==> config.mk <==
export PLATFORM = sky130hd
export DESIGN_NAME = clic_irq_gate
export DESIGN_NICKNAME = d
export VERILOG_FILES = /design/src/rtl/clic_tb_pkg.sv /design/src/rtl/clic_irq_eligible.sv /design/src/rtl/clic_irq_gate.sv
export SDC_FILE = /design/constraint.sdc
export NUM_CORES = 1
export LEC_CHECK = 0
export ABC_AREA = 1
export CAP_MARGIN = 10
export CORE_UTILIZATION = 45
export CTS_CLUSTER_DIAMETER = 120
export DETAILED_ROUTE_END_ITERATION = 10
export PLACE_DENSITY = 0.89
export SLEW_MARGIN = 30
export SYNTH_ARGS = -nofsm -noshare
export SYNTH_HDL_FRONTEND = slang
export SYNTH_SLANG_ARGS = --single-unit
==> constraint.sdc <==
create_clock -name clk_i -period 8.45 [get_ports clk_i]
set_input_delay 1.69 -clock clk_i [delete_from_list [all_inputs] [get_ports clk_i]]
set_output_delay 1.69 -clock clk_i [all_outputs]
set_load 0.03 [all_outputs]
==> src/rtl/clic_tb_pkg.sv <==
// rtl/clic_tb_pkg.sv - shared CLIC interrupt types and helpers
// Purpose: privilege modes, interrupt-control view, take request, gate FSM
//          states and the latched candidate used by clic_irq_gate.
// Ports:   none (package).
package clic_tb_pkg;

  // Width of the exception code carried in a take request; IDs wider than
  // this are truncated, narrower IDs are zero-extended.
  localparam int EXCODE_W  = 8;
  // Storage width for candidate IDs; gate instances use ID_W <= CAND_ID_W.
  localparam int CAND_ID_W = 16;

  typedef enum logic [1:0] {
    U_MODE = 2'b00,
    S_MODE = 2'b01,
    M_MODE = 2'b11
  } mode_t;

  typedef struct packed {
    logic [7:0] mil;
    logic [7:0] sil;
  } mintstatus_t;

  typedef struct packed {
    logic        mie;
    logic        sie;
    logic [7:0]  mintthresh;
    logic [7:0]  sintthresh;
    mintstatus_t mintstatus;
    logic        claim;
  } irq_ctrl_t;

  typedef struct packed {
    logic                valid;
    mode_t               irq_priv;
    logic [7:0]          irq_lvl;
    logic                shv;
    logic [EXCODE_W-1:0] excode;
    mode_t               hart_priv_lvl;
    logic                hart_ie;
  } irq_t;

  typedef enum logic [1:0] {
    GATE_IDLE     = 2'd0,
    GATE_ARMED    = 2'd1,
    GATE_COOLDOWN = 2'd2
  } gate_state_e;

  typedef struct packed {
    logic [CAND_ID_W-1:0] id;
    logic [7:0]           level;
    mode_t                priv;
    logic                 shv;
  } irq_cand_t;

  function automatic logic [7:0] max8(input logic [7:0] a, input logic [7:0] b);
    return (a > b) ? a : b;
  endfunction

endpackage

==> src/rtl/clic_irq_eligible.sv <==
// rtl/clic_irq_eligible.sv - combinational M/S eligibility check for a candidate
// Purpose: decides whether the latched candidate may be taken given the
//          hart's live interrupt-control state and privilege.
// Ports:   cand_i      latched candidate {id, level, priv, shv}
//          irq_ctrl_i  mie/sie, thresholds, mintstatus (claim ignored)
//          priv_lvl_i  current hart privilege
//          elig_m_o    candidate is an M interrupt that may be taken now
//          elig_s_o    candidate is an S interrupt that may be taken now
module clic_irq_eligible
  import clic_tb_pkg::*;
(
  input  irq_cand_t cand_i,
  input  irq_ctrl_t irq_ctrl_i,
  input  mode_t     priv_lvl_i,
  output logic      elig_m_o,
  output logic      elig_s_o
);

  logic [7:0] m_floor;
  logic [7:0] s_floor;
  logic       unused_fields;

  // The effective level floor is whichever is higher: the level already
  // being serviced or the software threshold.
  assign m_floor = max8(irq_ctrl_i.mintstatus.mil, irq_ctrl_i.mintthresh);
  assign s_floor = max8(irq_ctrl_i.mintstatus.sil, irq_ctrl_i.sintthresh);

  assign elig_m_o = (cand_i.priv == M_MODE)
                  && ((priv_lvl_i != M_MODE) || irq_ctrl_i.mie)
                  && (cand_i.level > m_floor);

  // S interrupts are never taken while the hart runs in M; from U they are
  // globally enabled regardless of sie.
  assign elig_s_o = (cand_i.priv == S_MODE)
                  && (priv_lvl_i != M_MODE)
                  && ((priv_lvl_i == U_MODE) || irq_ctrl_i.sie)
                  && (cand_i.level > s_floor);

  assign unused_fields = ^{cand_i.id, cand_i.shv, irq_ctrl_i.claim};

endmodule

==> src/rtl/clic_irq_gate.sv <==
// rtl/clic_irq_gate.sv - interrupt-take gate between CLIC arbiter and CSR regfile
// Purpose: latches the arbiter winner, checks it each cycle against live
//          interrupt control, fires a one-cycle take plus claim when an
//          instruction retires, then holds off COOLDOWN_CYCLES cycles.
// Config:  CLIC_IRQ_GATE_PREEMPT_EN - when defined, a higher-level winner with
//          a different ID replaces the armed candidate.
// Ports:   clk_i, rst_i (sync, active-high)
//          clic_valid_i/id_i/level_i/priv_i/shv_i  arbiter winner
//          clic_claim_o, clic_claim_id_o           take acknowledge to CLIC
//          priv_lvl_i, irq_ctrl_i                  live hart state
//          inst_valid_i                            instruction retiring
//          irq_o                                   take request to regfile
module clic_irq_gate
  import clic_tb_pkg::*;
#(
  parameter int ID_W            = 10,
  parameter int COOLDOWN_CYCLES = 2
) (
  input  logic            clk_i,
  input  logic            rst_i,
  input  logic            clic_valid_i,
  input  logic [ID_W-1:0] clic_id_i,
  input  logic [7:0]      clic_level_i,
  input  mode_t           clic_priv_i,
  input  logic            clic_shv_i,
  output logic            clic_claim_o,
  output logic [ID_W-1:0] clic_claim_id_o,
  input  mode_t           priv_lvl_i,
  input  irq_ctrl_t       irq_ctrl_i,
  input  logic            inst_valid_i,
  output irq_t            irq_o
);

  localparam logic [3:0] COOL_LOAD = 4'(COOLDOWN_CYCLES);

  gate_state_e state_q, state_d;
  irq_cand_t   cand_q, cand_d;
  logic [3:0]  cnt_q, cnt_d;

  irq_cand_t   new_cand;
  logic        elig_m;
  logic        elig_s;
  logic        fire;

  clic_irq_eligible u_eligible (
    .cand_i     (cand_q),
    .irq_ctrl_i (irq_ctrl_i),
    .priv_lvl_i (priv_lvl_i),
    .elig_m_o   (elig_m),
    .elig_s_o   (elig_s)
  );

  always_comb begin
    new_cand       = '0;
    new_cand.id    = CAND_ID_W'(clic_id_i);
    new_cand.level = clic_level_i;
    new_cand.priv  = clic_priv_i;
    new_cand.shv   = clic_shv_i;
  end

  always_comb begin
    state_d = state_q;
    cand_d  = cand_q;
    cnt_d   = cnt_q;
    fire    = 1'b0;

    unique case (state_q)
      GATE_IDLE: begin
        if (clic_valid_i) begin
          cand_d  = new_cand;
          state_d = GATE_ARMED;
        end
      end

      GATE_ARMED: begin
        // Retraction has priority over an otherwise eligible take.
        if (!clic_valid_i) begin
          state_d = GATE_IDLE;
        end else if (inst_valid_i && (elig_m || elig_s) && !rst_i) begin
          fire    = 1'b1;
          cnt_d   = COOL_LOAD;
          state_d = GATE_COOLDOWN;
        end
`ifdef CLIC_IRQ_GATE_PREEMPT_EN
        // The take decision this cycle used the old candidate; the new one
        // becomes eligible from the next cycle.
        else if ((new_cand.id != cand_q.id) && (clic_level_i > cand_q.level)) begin
          cand_d = new_cand;
        end
`endif
      end

      GATE_COOLDOWN: begin
        cnt_d = cnt_q - 4'd1;
        if (cnt_q <= 4'd1) begin
          state_d = GATE_IDLE;
        end
      end

      default: state_d = GATE_IDLE;
    endcase
  end

  always_comb begin
    irq_o           = '0;
    clic_claim_o    = 1'b0;
    clic_claim_id_o = '0;
    if (fire) begin
      irq_o.valid         = 1'b1;
      irq_o.irq_priv      = cand_q.priv;
      irq_o.irq_lvl       = cand_q.level;
      irq_o.shv           = cand_q.shv;
      irq_o.excode        = EXCODE_W'(cand_q.id);
      irq_o.hart_priv_lvl = priv_lvl_i;
      irq_o.hart_ie       = (cand_q.priv == M_MODE) ? irq_ctrl_i.mie : irq_ctrl_i.sie;
      clic_claim_o        = 1'b1;
      clic_claim_id_o     = ID_W'(cand_q.id);
    end
  end

  always_ff @(posedge clk_i) begin
    if (rst_i) begin
      state_q <= GATE_IDLE;
      cand_q  <= '0;
      cnt_q   <= '0;
    end else begin
      state_q <= state_d;
      cand_q  <= cand_d;
      cnt_q   <= cnt_d;
    end
  end

endmodule
==> results.rst <==
.. list-table::
   :header-rows: 1

   * - Metric
     - Value
   * - Count of state elements after synthesis
     - 27
   * - Pin count of the biggest net entering global routing
     - 43
   * - Detailed Place HPWL
     - 4523 um
   * - Share of Yosys cell area claimed by the top area cell type
     - 23.44%
   * - Net switching power figure
     - 0.1054 mW
   * - Final hold violations
     - 0
   * - Hold-fix buffer count after cts
     - 0
   * - Run status
     - complete, no violations
   * - Gate family responsible for the most delay along the worst path
     - buffers and inverters
   * - Synth Warn #
     - 0
   * - Total Routed Length
     - 5561 um
   * - Commonest cells after routing, fill and taps aside
     - 94 x clkdlybuf4s50_1, 56 x inv_1, 56 x nand2_1
   * - Area growth, synth to finish
     - 40.86%
   * - Cells taking the most area after synthesis
     - dfxtp_1 23%, ha_1 18%, nand2_1 9.3%
   * - Cell Pwr Density
     - 101.3 mW/mm^2
   * - Util after Layout
     - 67.43%
   * - CTS root buffer
     - clkbuf_8
   * - CTS tree
     - yes
   * - Deepest level of the CTS H-tree
     - 1
   * - Vias
     - 2,346
   * - Count of nets left with antenna violations after detail routing
     - 0
   * - Minimum setup slack in the final design
     - 0.8249 ns
   * - Worst IR drop on VDD
     - 0.07946 mV
   * - Pwr Total
     - 0.3290 mW
   * - Syn nets
     - 434
   * - FP Rows
     - 25
   * - Number of buffers and inverters on the critical path
     - 5
   * - Number of violations of the max-capacitance limit
     - 0
   * - Proportion of layout cells with a drive suffix above 1
     - 5.036%
   * - Crit Path Class
     - in2out
   * - Buffers added on ports
     - 94
   * - Count of unique library cells instantiated by Yosys
     - 29
   * - Highest attainable clock frequency
     - 131.1 MHz
   * - Synthesized netlist cell count
     - 338
   * - Sequential group share of total power
     - 42.7%
   * - Fin Setup TNS
     - 0 ns
   * - Final net count
     - 514
   * - Post-Syn Area
     - 0.002306 mm^2
   * - Post-CTS setup buffer count
     - 0
   * - Via count of the first global-routing pass
     - 2,185
   * - Worst clock skew on the final layout
     - 0.005217 ns
   * - First-pass iteration count of the detailed router
     - 5
   * - Number of endpoints failing setup at the final stage
     - 0
   * - Wire length of the first global-routing pass
     - 9011 um
   * - Overall die width
     - 73.59 um
   * - Number of remaining DRC errors
     - 0
   * - WHS
     - 0.4652 ns
   * - Number of vias per cell
     - 4.847
   * - Initial antenna violation count
     - 0
   * - Crit-path most repeated cell
     - nand2_1
   * - Worst-path fanout max
     - 19
   * - Sequential element share of the synthesized area
     - 23.44%
   * - Relative contribution of the clock network to total power
     - 23.3%
   * - Share of power burned in combinational logic
     - 34.0%
   * - # clock sinks
     - 27
   * - Worst min-delay path category
     - reg2reg
   * - Total global-route track usage
     - 21.28%
   * - Internal power
     - 0.2236 mW
   * - Element type at the critical path end
     - output port
   * - Placement-stage worst setup slack
     - 0.8321 ns
   * - Die Height
     - 73.59 um
   * - Actual slew at the worst max-slew pin
     - 0.8780 ns
   * - Critical-path cell with the highest stage delay
     - o21ai_1
   * - Final antenna diode count
     - 0
   * - Floorplan core area
     - 0.004817 mm^2
   * - Worst slew margin
     - 41.07%
   * - Global-route congestion overflow total
     - 0
   * - Final period utilization
     - 90.24%
   * - Delay of the slowest cell on the worst path
     - 0.69 ns
   * - CTS Buffer Depth
     - 2
   * - Clock latency on the worst-skew pair
     - 0.28 ns
   * - Element type at the critical path start
     - input pin
   * - Max-slew violation count
     - 0
   * - Number of instances resized during post-cts repair
     - 0
   * - Unrepaired setup endpoints after global routing
     - false
   * - Starting utilization of the core area
     - 47.87%
   * - Static Leakage
     - 1.464 nW
   * - Ordered cell list for the critical path
     - clkdlybuf4s50_1, inv_1, ha_1, nand2_1, nor2_1, nand3_1, o21ai_1, o21ai_0, ha_1, nand2_1, nor2_1, a21oi_2, nand2_1, nand2_2, nand3_2, buf_4, inv_1, clkdlybuf4s50_1
   * - First-iteration detailed-routing DRC count
     - 108
   * - Leading cell type in the layout, fill and taps excluded
     - clkdlybuf4s50_1
   * - Area of the die
     - 0.005415 mm^2
   * - RD Place Congestion
     - 0.8300
   * - Average instance area after synthesis
     - 6.822 um^2
   * - Shortest period the worst path allows
     - 7.625 ns
   * - Switching fraction of total power
     - 32.04%
   * - Cell taking the most area after synthesis
     - dfxtp_1
   * - Wire per inst
     - 11.49 um
   * - Clock transition time at the flip-flop clock pins of the worst setup and hold paths
     - 0.09 ns
   * - Worst path required time
     - 6.76 ns
   * - Number of buffers created by CTS
     - 3
   * - Worst endpoint data arrival time
     - 5.94 ns
   * - I/O pin total
     - 96
## area by class of cell
type                       instances  area (um^2)
fill                             442         1569
multi-input combinational        234         1413
clock buffer                       3        41.29
tap                               67        83.83
timing repair buffer              95        948.4
inverter                          57        214.0
sequential                        27        540.5
clock inverter                     1        7.507
## per-stage QoR
step                cells  instance area [um^2]
finish                484                  3248
global placement      480                  3197
floorplan             338                  2306
CTS                   484                  3248
detailed placement    480                  3199
global route          484                  3248
## state kept, by name, summed over array words and instances, names as in the netlist
signal   flops
cand_q      21
cnt_q        4
state_q      2
## layer usage
| layer | part of all wire, % | up-vias | global-route usage, % |
|---|---|---|---|
| met4 | 1.8 | 0 | 6.197 |
| met3 | 5.1 | 8 | 3.704 |
| li1 | - | 1238 | - |
| met2 | 50 | 63 | 40.27 |
| met1 | 43 | 1037 | 24.08 |
| met5 | 0 | - | 0 |
## final timing paths
kind / startpoint / to / slack (ns) / cells after the start
worst max-delay path: irq_ctrl_i[32] / irq_o[22] / 0.82 / 18
worst min register to register: cand_q[20]$_SDFFE_PP0P_ / cand_q[20]$_SDFFE_PP0P_ / 0.47 / 2
worst max register to register: cand_q[10]$_SDFFE_PP0P_ / state_q[1]$_SDFFE_PP0P_ / 6.24 / 11
worst min-delay path: cand_q[20]$_SDFFE_PP0P_ / cand_q[20]$_SDFFE_PP0P_ / 0.47 / 2
## power by group through the flow
stage	Sequential [mW]	Clock, mW	Combinational, mW
after global routing	0.141	0.0845	0.129
after detailed placement	0.143	0	0.112
after CTS	0.141	0.0786	0.113
final	0.141	0.0766	0.112
after floorplan	0.142	0	0.0687
after global placement	0.143	0	0.106
## tightest hold or removal path, delay by kind of cell, from the launching register on
family | cells | cell delay [ns]
flops | 1 | 0.31
compound gates | 1 | 0.05
buf+inv | 1 | 0.06
## cells by family after synthesis
logic type,Yosys count,share of synthesized area (%)
compound gates,89,20.24
xor+xnor,1,0.3799
fa+ha+maj,34,18.45
buf+inv,77,15.41
flops,27,23.44
simple gates,110,22.08
## synthesized netlist by cell type, drive strengths merged
cell    number
a211oi       1
a21o         2
a21oi       39
and2         1
buf         14
clkbuf       6
dfxtp       27
ha          34
inv         57
nand2       58
nand3        8
nand4        1
nor2        39
nor3         1
o211ai       2
o21a         1
o21ai       43
o21bai       1
or2          2
xor2         1
(Power assumes the default switching activity.)
